## src/rtl/instr_mem_pkg.sv

```systemverilog
// Shared definitions for the instruction memory loader.
//   loader_state_t : FSM states of the loader
//   INSTR_BYTES    : bytes per instruction word
//   LANE_W         : width of a byte-lane index within a word
//   lane_byte()    : little-endian byte-lane extraction
package instr_mem_pkg;

  localparam int unsigned INSTR_BYTES = 4;
  localparam int unsigned LANE_W      = $clog2(INSTR_BYTES);

  typedef enum logic [2:0] {
    ST_IDLE,
    ST_WAIT_WORD,
    ST_WR_B0,
    ST_WR_B1,
    ST_WR_B2,
    ST_WR_B3,
    ST_FINISH
  } loader_state_t;

  // Lane k is bits [8k+7:8k]; lane 0 lands at the lowest address.
  function automatic logic [7:0] lane_byte(input logic [31:0] word,
                                           input logic [LANE_W-1:0] lane);
    return word[8*lane +: 8];
  endfunction

endpackage

```

## src/rtl/loader_byte_sequencer.sv

```systemverilog
// Datapath of the instruction loader: word register, byte-lane mux and the
// write pointer with wrap detection. All memory-side outputs are registered.
// Ports:
//   clk, rst_n  : clock, synchronous active-low reset
//   load        : latch base_addr into the pointer, clear wrapped
//   base_addr   : first byte address of a burst
//   capture     : store in_data into the word register
//   emit        : launch one byte write (register addr/data, bump pointer)
//   lane        : byte lane to emit
//   in_data     : incoming instruction word
//   mem_addr    : registered write address
//   mem_wdata   : registered write byte
//   wrapped     : sticky, pointer rolled over from all-ones to zero
module loader_byte_sequencer
  import instr_mem_pkg::*;
#(
  parameter int unsigned ADDRESS_WIDTH = 8
) (
  input  logic                     clk,
  input  logic                     rst_n,
  input  logic                     load,
  input  logic [ADDRESS_WIDTH-1:0] base_addr,
  input  logic                     capture,
  input  logic                     emit,
  input  logic [LANE_W-1:0]        lane,
  input  logic [31:0]              in_data,
  output logic [ADDRESS_WIDTH-1:0] mem_addr,
  output logic [7:0]               mem_wdata,
  output logic                     wrapped
);

  logic [31:0]              word;
  logic [31:0]              src;
  logic [ADDRESS_WIDTH-1:0] ptr;

  // Lane 0 is emitted in the same cycle the word is accepted, before the
  // word register holds it, so it is taken straight from in_data.
  always_comb begin
    src = capture ? in_data : word;
  end

  always_ff @(posedge clk) begin
    if (!rst_n) begin
      word      <= '0;
      ptr       <= '0;
      mem_addr  <= '0;
      mem_wdata <= '0;
      wrapped   <= 1'b0;
    end else begin
      if (capture) begin
        word <= in_data;
      end
      if (load) begin
        ptr     <= base_addr;
        wrapped <= 1'b0;
      end else if (emit) begin
        ptr       <= ptr + 1'b1;
        mem_addr  <= ptr;
        mem_wdata <= lane_byte(src, lane);
        if (&ptr) begin
          wrapped <= 1'b1;
        end
      end
    end
  end

endmodule

```

## src/rtl/instr_mem_loader.sv

```systemverilog
// Writer side of the byte-addressed instruction ROM. Accepts 32-bit words on
// a valid/ready stream and writes each as four little-endian byte writes.
// Ports:
//   clk, rst_n  : clock, synchronous active-low reset
//   start       : one-cycle pulse, begin a burst (ignored while busy)
//   base_addr   : first byte address of the burst
//   word_count  : number of 32-bit words in the burst
//   in_valid    : in_data valid
//   in_data     : instruction word
//   in_ready    : word accepted this cycle when in_valid is also high
//   mem_we      : byte write strobe
//   mem_addr    : byte write address
//   mem_wdata   : byte write data
//   busy        : burst in progress (core stall)
//   done        : one-cycle pulse at burst completion
//   wrapped     : sticky address wrap flag for the current/last burst
module instr_mem_loader
  import instr_mem_pkg::*;
#(
  parameter int unsigned ADDRESS_WIDTH = 8,
  parameter int unsigned DATA_WIDTH    = 8
) (
  input  logic                     clk,
  input  logic                     rst_n,
  input  logic                     start,
  input  logic [ADDRESS_WIDTH-1:0] base_addr,
  input  logic [ADDRESS_WIDTH-2:0] word_count,
  input  logic                     in_valid,
  input  logic [31:0]              in_data,
  output logic                     in_ready,
  output logic                     mem_we,
  output logic [ADDRESS_WIDTH-1:0] mem_addr,
  output logic [DATA_WIDTH-1:0]    mem_wdata,
  output logic                     busy,
  output logic                     done,
  output logic                     wrapped
);

  if (DATA_WIDTH != 8) begin : g_bad_data_width
    $error("instr_mem_loader: DATA_WIDTH must be 8");
  end

  loader_state_t            state, state_next;
  logic [ADDRESS_WIDTH-2:0] remaining;
  logic                     load, capture, emit;
  logic [LANE_W-1:0]        lane;

  always_comb begin
    state_next = state;
    in_ready   = 1'b0;
    load       = 1'b0;
    capture    = 1'b0;
    emit       = 1'b0;
    lane       = '0;
    case (state)
      ST_IDLE: begin
        if (start) begin
          load       = 1'b1;
          state_next = (word_count == '0) ? ST_FINISH : ST_WAIT_WORD;
        end
      end
      ST_WAIT_WORD: begin
        in_ready = 1'b1;
        if (in_valid) begin
          capture    = 1'b1;
          emit       = 1'b1;
          lane       = LANE_W'(0);
          state_next = ST_WR_B0;
        end
      end
      // Each WR state shows one byte on the bus while the next is launched.
      ST_WR_B0: begin
        emit       = 1'b1;
        lane       = LANE_W'(1);
        state_next = ST_WR_B1;
      end
      ST_WR_B1: begin
        emit       = 1'b1;
        lane       = LANE_W'(2);
        state_next = ST_WR_B2;
      end
      ST_WR_B2: begin
        emit       = 1'b1;
        lane       = LANE_W'(3);
        state_next = ST_WR_B3;
      end
      ST_WR_B3: begin
        state_next = (remaining == (ADDRESS_WIDTH-1)'(1)) ? ST_FINISH : ST_WAIT_WORD;
      end
      ST_FINISH: begin
        state_next = ST_IDLE;
      end
      default: begin
        state_next = ST_IDLE;
      end
    endcase
  end

  always_ff @(posedge clk) begin
    if (!rst_n) begin
      state     <= ST_IDLE;
      remaining <= '0;
      mem_we    <= 1'b0;
      busy      <= 1'b0;
      done      <= 1'b0;
    end else begin
      state <= state_next;
      if (load) begin
        remaining <= word_count;
      end else if (state == ST_WR_B3) begin
        remaining <= remaining - 1'b1;
      end
      // Registered from the upcoming state so they align with the WR states.
      mem_we <= emit;
      busy   <= (state_next != ST_IDLE);
      done   <= (state_next == ST_FINISH);
    end
  end

  loader_byte_sequencer #(
    .ADDRESS_WIDTH(ADDRESS_WIDTH)
  ) u_seq (
    .clk       (clk),
    .rst_n     (rst_n),
    .load      (load),
    .base_addr (base_addr),
    .capture   (capture),
    .emit      (emit),
    .lane      (lane),
    .in_data   (in_data),
    .mem_addr  (mem_addr),
    .mem_wdata (mem_wdata),
    .wrapped   (wrapped)
  );

endmodule
```

## config.mk

```make
export PLATFORM = sky130hd
export DESIGN_NAME = instr_mem_loader
export DESIGN_NICKNAME = d
export VERILOG_FILES = /design/src/rtl/instr_mem_pkg.sv /design/src/rtl/loader_byte_sequencer.sv /design/src/rtl/instr_mem_loader.sv
export SDC_FILE = /design/constraint.sdc
export NUM_CORES = 1
export LEC_CHECK = 0
export ABC_AREA = 1
export ABC_CLOCK_PERIOD_IN_PS = 2000
export BUFFER_PORTS_ARGS = -buffer_cell sky130_fd_sc_hd__buf_2
export CORE_UTILIZATION = 35
export DETAILED_ROUTE_END_ITERATION = 16
export GPL_TIMING_DRIVEN = 0
export RECOVER_POWER = 25
export SYNTH_ARGS = -nofsm -noshare
export SYNTH_HDL_FRONTEND = slang
export SYNTH_SLANG_ARGS = --single-unit
```

## constraint.sdc

```tcl
create_clock -name clk -period 2 [get_ports clk]
set_clock_uncertainty 0.2 [all_clocks]
set_input_delay 0 -clock clk [delete_from_list [all_inputs] [get_ports clk]]
set_output_delay 0 -clock clk [all_outputs]
set_load 0.01 [all_outputs]
```

==> results of run 1 <==
==> cell usage in the layout (no fill, tap or decap), types with 4 or more instances in the layout <==
master and n:
nor2_1 27, nand2_1 88, xor2_1 6, dfxtp_1 69, clkbuf_1 34, nand3_1 68
dlygate4sd3_1 51, buf_2 57, buf_4 6, a21oi_1 46, inv_2 4, inv_1 48
o21ai_0 22, clkbuf_8 11, nand4_1 40
==> stage by stage <==
| stage | hold slack (ns) | total power (W) | utilization, % |
|---|---|---|---|
| after global placement | 0.09261 | 0.002514 | 41.90 |
| after CTS | 0.2677 | 0.003759 | 49.52 |
| after floorplan | -0.03256 | 0.002224 | - |
| final | 0.2711 | 0.003749 | 49.82 |
| after detailed placement | 0.09012 | 0.002528 | 41.90 |
| after global routing | 0.2881 | 0.003963 | 49.82 |
==> worst max-delay path by stage <==
stage | from | endpoint | slack (ns) | cells after the start
global placement | state[0]$_SDFF_PN0_ | u_seq.mem_wdata[4]$_SDFFE_PN0P_ | 0.03 | 10
CTS | state[0]$_SDFF_PN0_ | u_seq.mem_wdata[6]$_SDFFE_PN0P_ | 0.009 | 10
detailed placement | state[0]$_SDFF_PN0_ | u_seq.mem_wdata[4]$_SDFFE_PN0P_ | 0.02 | 10
floorplan | state[2]$_SDFF_PN0_ | u_seq.mem_wdata[1]$_SDFFE_PN0P_ | 0.37 | 9
finish | state[0]$_SDFF_PN0_ | u_seq.mem_wdata[7]$_SDFFE_PN0P_ | 0.09 | 10
global route | state[0]$_SDFF_PN0_ | u_seq.mem_wdata[6]$_SDFFE_PN0P_ | -0.05 | 9
==> power by group <==
part	switching (W)	total, W	internal [W]	leakage, nW
combinational	0.000581	0.000970	0.000389	1.41
clock	0.000526	0.00116	0.000638	0.106
sequential	0.0000852	0.00162	0.00153	0.572
==> routing by layer <==
metal | vias to the layer above | part of all wire, %
met2 | 119 | 47
met4 | 0 | 1.1
li1 | 1876 | -
met1 | 1640 | 47
met3 | 13 | 5.3
met5 | - | 0
==> state kept, by name (all words and copies together) (netlist names) <==
signal,cells
busy,1
u_seq.word,32
u_seq.wrapped,1
u_seq.ptr,8
u_seq.mem_wdata,8
remaining,7
u_seq.mem_addr,8
state,3
mem_we,1
done,1
==> repair_timing <==
action                                  4_1_cts  5_1_grt
resized for setup                             0       12
setup buffers                                 0        3
hold buffers                                 51        0
endpoints found under the setup margin        0       14
hold endpoints to repair                     56        0
==> critical path: stages, from the launching register on <==
cell,delay [ns]
dfxtp_4,0.38
inv_2,0.06
nor2_4,0.26
nand3_4,0.19
buf_4,0.22
nand2_1,0.08
nand3_1,0.08
nand3_1,0.12
nand3_1,0.11
nand2_1,0.07
inv_1,0.04
==> final cells by class <==
class                           instances  area, um^2
Fill cell                             974        4681
Buffer                                 26       136.4
Sequential cell                        70        1405
Clock inverter                          4       45.04
Timing Repair Buffer                  124       858.3
Tap cell                              129       161.4
Clock buffer                           12       155.1
Inverter                               54       205.2
Multi-Input combinational cell        327        1680
==> logic make-up after synthesis <==
logic type | after synthesis
buffers and inverters | 80
AND/OR/NAND/NOR | 237
AO/OA/AOI/OAI | 79
XOR/XNOR | 8
adder cells (fa/ha/maj) | 3
flip-flops | 70
==> results_dict.tcl, run 1 <==
set metrics [dict create \
    whs_path_depth 2 \
    holdCritPathClass "flip-flop to flip-flop" \
    drtAntennaViolNets 0 \
    grtUsageMet3_pct 4.092 \
    critPathMaxFanout 10 \
    wl_per_cell_um 13.86 \
    grt_util_met2_pct 37.46 \
    antenna_found_initial 0 \
    ys_seq_area_share_pct 41.25 \
    synth_xor_area_share_pct 2.063 \
    ys_seq_elements 70 \
    cts_tree "built" \
    rows 35 \
    worst_pin_slew_ns 0.5623 \
    dr_total_vias 3648 \
    yosys.area.top_type "dfxtp_1" \
    busiest_layer "met2" \
    drt-vias-per-instance 4.890 \
    grt_max_degree 12 \
    synth_area_leaders "dfxtp_1 (41%), nand3_1 (10%), nand2_1 (9.8%), nand4_1 (7.4%), a21oi_1 (6.8%)" \
    min_to "u_seq.word[14]$_SDFF_PN0_" \
    cts_root_buf "clkbuf_8" \
    startpoint_type "flip-flop" \
    synth_common_cells "nand2_1 (89), dfxtp_1 (70), nand3_1 (70)" \
    drv_cap 0 \
    post_synth_num_cell_types 32 \
    synth_fa_ha_area_share_pct 1.105 \
    nets 666 \
    synthDominantCellAreaShare_pct 41.25 \
    finalCritPeriodShare_pct 95.40 \
    layout_min_cycle_time_ns 1.908 \
    syn_avg_cell_area_um2 7.122 \
    die_h_um 100.5 \
    synth.most_common_cell "nand2_1" \
    r2r-end "u_seq.mem_wdata[7]$_SDFFE_PN0P_" \
    port_buffers 70 \
    synth-main-ff-cell "dfxtp_1" \
    use_met1_pct 27.30 \
    grt_pass1_vias 3569 \
    slew_viol_final 0 \
    hold_start "u_seq.word[14]$_SDFF_PN0_" \
    grt_pass1_wl_um 16800 \
    synthCells 477 \
    numCtsBuffers 9 \
    drtIter0Drc 174 \
    syn_nets 531 \
    worst_slack_ns 0.09208 \
    hpwl_um 7317 \
    rr_worst_depth 10 \
    cts.clk_slew.worst_paths_ns 0.07 \
    gr-usage-all-layers_pct 21.40 \
    cp-end-kind "flip-flop" \
    synth_top_family_by_area "simple AND/OR/NAND/NOR gates" \
    power_density_nw_per_um2 806.9 \
    synth_edf_count 0 \
    crit_arrival_ns 1.96 \
    clock-sinks 70 \
    fmax_mhz 524.1 \
    grt_setup_unrepaired "yes" \
    placed_area_um2 3909 \
    ys.warnings.count 0 \
    crit_type "flip-flop to flip-flop" \
    peakVddDrop_v 0.0005881 \
    r2r-start "state[0]$_SDFF_PN0_" \
    dieArea_um2 10100 \
    routabilityCongestion 0.8441 \
    io_pins 72 \
    slew_headroom_pct 62.51 \
    clkLatencyLatePin_ns 0.35 \
    netlist_area_um2 3397 \
    place_ws_ns 0.01767 \
    setup_violations 0 \
    drc_errors 0 \
    fin_cells 746 \
    grt-ovfl-total 0 \
    drt_first_pass_iters 4 \
    area_growth_pct 36.80 \
    ys_async_sr_fraction_pct 0 \
    hold_violations 0 \
    coreArea_um2 9328 \
    power_leakage_nw 2.085 \
    placed_cells 676 \
    synth_compound_area_share_pct 12.63 \
    cts.htree.levels 3 \
    diodes 0 \
    fp.dieW_um 100.5 \
    clockBufferDepth 2 \
    synthSimpleGateAreaFrac_pct 33.11 \
    finalSetupTns_ns 0 \
    finish.instance_area_um2 4647 \
    wl_um 10340 \
    start_util_pct 36.42 \
    layout-drive-gt1-share_pct 16.37 \
    synth.area.mux_share_pct 0 \
    status "finished clean" \
    crit_required_ns 2.05 \
    r2r_setup_slack_ns 0.09 \
]
Note: power is estimated with default switching activity, not from simulation.
==> run 2, diff against run 1 <==
--- a/config.mk
+++ b/config.mk
@@ -6,7 +6,7 @@
 export NUM_CORES = 1
 export LEC_CHECK = 0
 export ABC_AREA = 1
-export ABC_CLOCK_PERIOD_IN_PS = 2000
+export ABC_CLOCK_PERIOD_IN_PS = 1700
 export BUFFER_PORTS_ARGS = -buffer_cell sky130_fd_sc_hd__buf_2
 export CORE_UTILIZATION = 35
 export DETAILED_ROUTE_END_ITERATION = 16
==> constraint.sdc (replaced) <==
create_clock -name clk -period 1.7 [get_ports clk]
set_clock_uncertainty 0.2 [all_clocks]
set_input_delay 0 -clock clk [delete_from_list [all_inputs] [get_ports clk]]
set_output_delay 0 -clock clk [all_outputs]
set_load 0.01 [all_outputs]
==> results_dict.tcl, run 2 (same netlist as run 1, synthesis figures left out) <==
set metrics [dict create \
    cts_tree "built" \
    crit_arrival_ns 1.80 \
    clkLatencyLatePin_ns 0.35 \
    power.share.sequential_pct 40.0 \
    routabilityCongestion 0.8441 \
    startpoint_type "flip-flop" \
    diodes 0 \
    grt_setup_unrepaired "yes" \
    wl_um 11420 \
    crit_required_ns 1.75 \
    numCtsBuffers 9 \
    port_buffers 70 \
    clock_power_share_pct 28.9 \
    status "finished with violations" \
    drtIter0Drc 162 \
    fillers 896 \
    finalSetupTns_ns -0.1701 \
    rows 35 \
    drt_first_pass_iters 6 \
    antenna_found_initial 0 \
    setup_violations 7 \
    coreArea_um2 9328 \
    regMostFlops "u_seq.word" \
    violations "negative setup slack" \
    power_leakage_nw 2.414 \
    drtAntennaViolNets 0 \
    internal-power_w 0.003198 \
    drc_errors 0 \
    critical_path.top_delay_family "simple AND/OR/NAND/NOR gates" \
    grt_pass1_wl_um 18030 \
    fmax_mhz 571.5 \
    crit_top_cell "nand3_2" \
    io_pins 72 \
    crit_type "flip-flop to flip-flop" \
    finalPower_w 0.004782 \
    grt_pass1_vias 3785 \
    critPathMaxFanout 5 \
    grt_max_degree 12 \
    power_density_nw_per_um2 893.9 \
    largest_reg_flops 32 \
    slew_viol_final 0 \
    cp-end-kind "flip-flop" \
    start_util_pct 36.42 \
    critPathMaxStageDelay_ns 0.39 \
    crit_slowest_cell "dfxtp_4" \
    holdCritPathClass "input port to flip-flop" \
    worst_pin_slew_ns 0.6206 \
    gr-usage-all-layers_pct 22.87 \
    worst_slack_ns -0.04991 \
    path_cells "inv_4 -> nor2_4 -> nand3_4 -> buf_4 -> buf_6 -> nand2_2 -> nand3_2 -> nand3_2 -> nand3_2 -> nand2_1 -> inv_1" \
    final_common_cell "dfxtp_1" \
    p_comb_share_pct 31.0 \
    finalCritPeriodShare_pct 102.9 \
    layout_common_cells "dfxtp_1 (67), nand2_1 (61), buf_2 (53)" \
    clockBufferDepth 2 \
    wl_per_cell_um 14.89 \
    r2r_setup_slack_ns -0.05 \
    timing.hold.ws_ns 0.06455 \
    cts_root_buf "clkbuf_8" \
    cp.buffers_inverters 4 \
    slew_headroom_pct 58.63 \
    dr_total_vias 3845 \
    fp.dieW_um 100.5 \
    grt-ovfl-total 0 \
    layout-drive-gt1-share_pct 32.76 \
    cts.clk_slew.worst_paths_ns 0.07 \
    layout_min_cycle_time_ns 1.750 \
    place_ws_ns -0.2823 \
    die_h_um 100.5 \
    nets 687 \
    drt-vias-per-instance 5.013 \
    cts.htree.levels 3 \
    area_growth_pct 57.46 \
    hpwl_um 7317 \
    p_sw_share_pct 33.11 \
    peakVddDrop_v 0.0006965 \
    p_switching_w 0.001583 \
    hold_violations 0 \
    dieArea_um2 10100 \
    drv_cap 0 \
    clock-sinks 70 \
]
-- run 2: path summary, 6_finish.rpt --
kind                            cells after the start                 startpoint                         endpoint
worst max register to register                     11        state[0]$_SDFF_PN0_  u_seq.mem_wdata[1]$_SDFFE_PN0P_
worst max-delay path                               11        state[0]$_SDFF_PN0_  u_seq.mem_wdata[1]$_SDFFE_PN0P_
worst min register to register                      2  u_seq.word[17]$_SDFF_PN0_        u_seq.word[17]$_SDFF_PN0_
worst min-delay path                                5                   in_valid         u_seq.word[3]$_SDFF_PN0_
-- run 2: layout make-up --
| cell class | instances | area [um^2] | area share, % |
|---|---|---|---|
| plain buffers | 26 | 201.4 | 3.766 |
| clock buffers | 12 | 155.1 | 2.901 |
| clock inverters | 4 | 45.04 | 0.8421 |
| inverters | 54 | 215.2 | 4.023 |
| multi-input cells | 328 | 2123 | 39.70 |
| flip-flops and latches | 70 | 1413 | 26.41 |
| well taps | 129 | 161.4 | 3.018 |
| repair buffers | 144 | 1035 | 19.34 |
-- run 2: through the flow --
stage,utilization (%),instances,cell area (um^2)
global placement,41.90,676,3909
global route,57.34,767,5349
finish,57.34,767,5349
floorplan,-,477,3397
detailed placement,41.90,676,3909
CTS,53.94,757,5031
-- run 2: worst min-delay path, stage by stage --
cell and delay (ns):
buf_2 0.16, nand3_4 0.12, buf_6 0.16, nand2_1 0.07
a21oi_1 0.06
-- run 2: power groups by stage --
stage	registers, W	logic [W]	clock network, W
2_1_floorplan	0.00195	0.000671	0
3_3_place_gp	0.00193	0.00103	0
3_5_place_dp	0.00193	0.00104	0
5_1_grt	0.00193	0.00162	0.00147
6_report	0.00191	0.00148	0.00138
4_1_cts	0.00190	0.00133	0.00139
-- run 2: timing repair --
item | in CTS | in global routing
resized for setup | 87 | 66
cloned | 2 | 1
endpoints found under the setup margin | 37 | 32
hold buffers | 50 | 0
pin swaps | 24 | 22
setup buffers | 13 | 9
endpoints found under the hold margin | 56 | 0
-- run 2: per-layer routing --
layer / GRT usage (%) / vias to the layer above / wire, um
li1: - / 1929 / -
met1: 28.62 / 1786 / 5010
met2: 41.36 / 117 / 5700
met3: 4.022 / 13 / 614
met4: 4.125 / 0 / 93
met5: 0 / - / 0
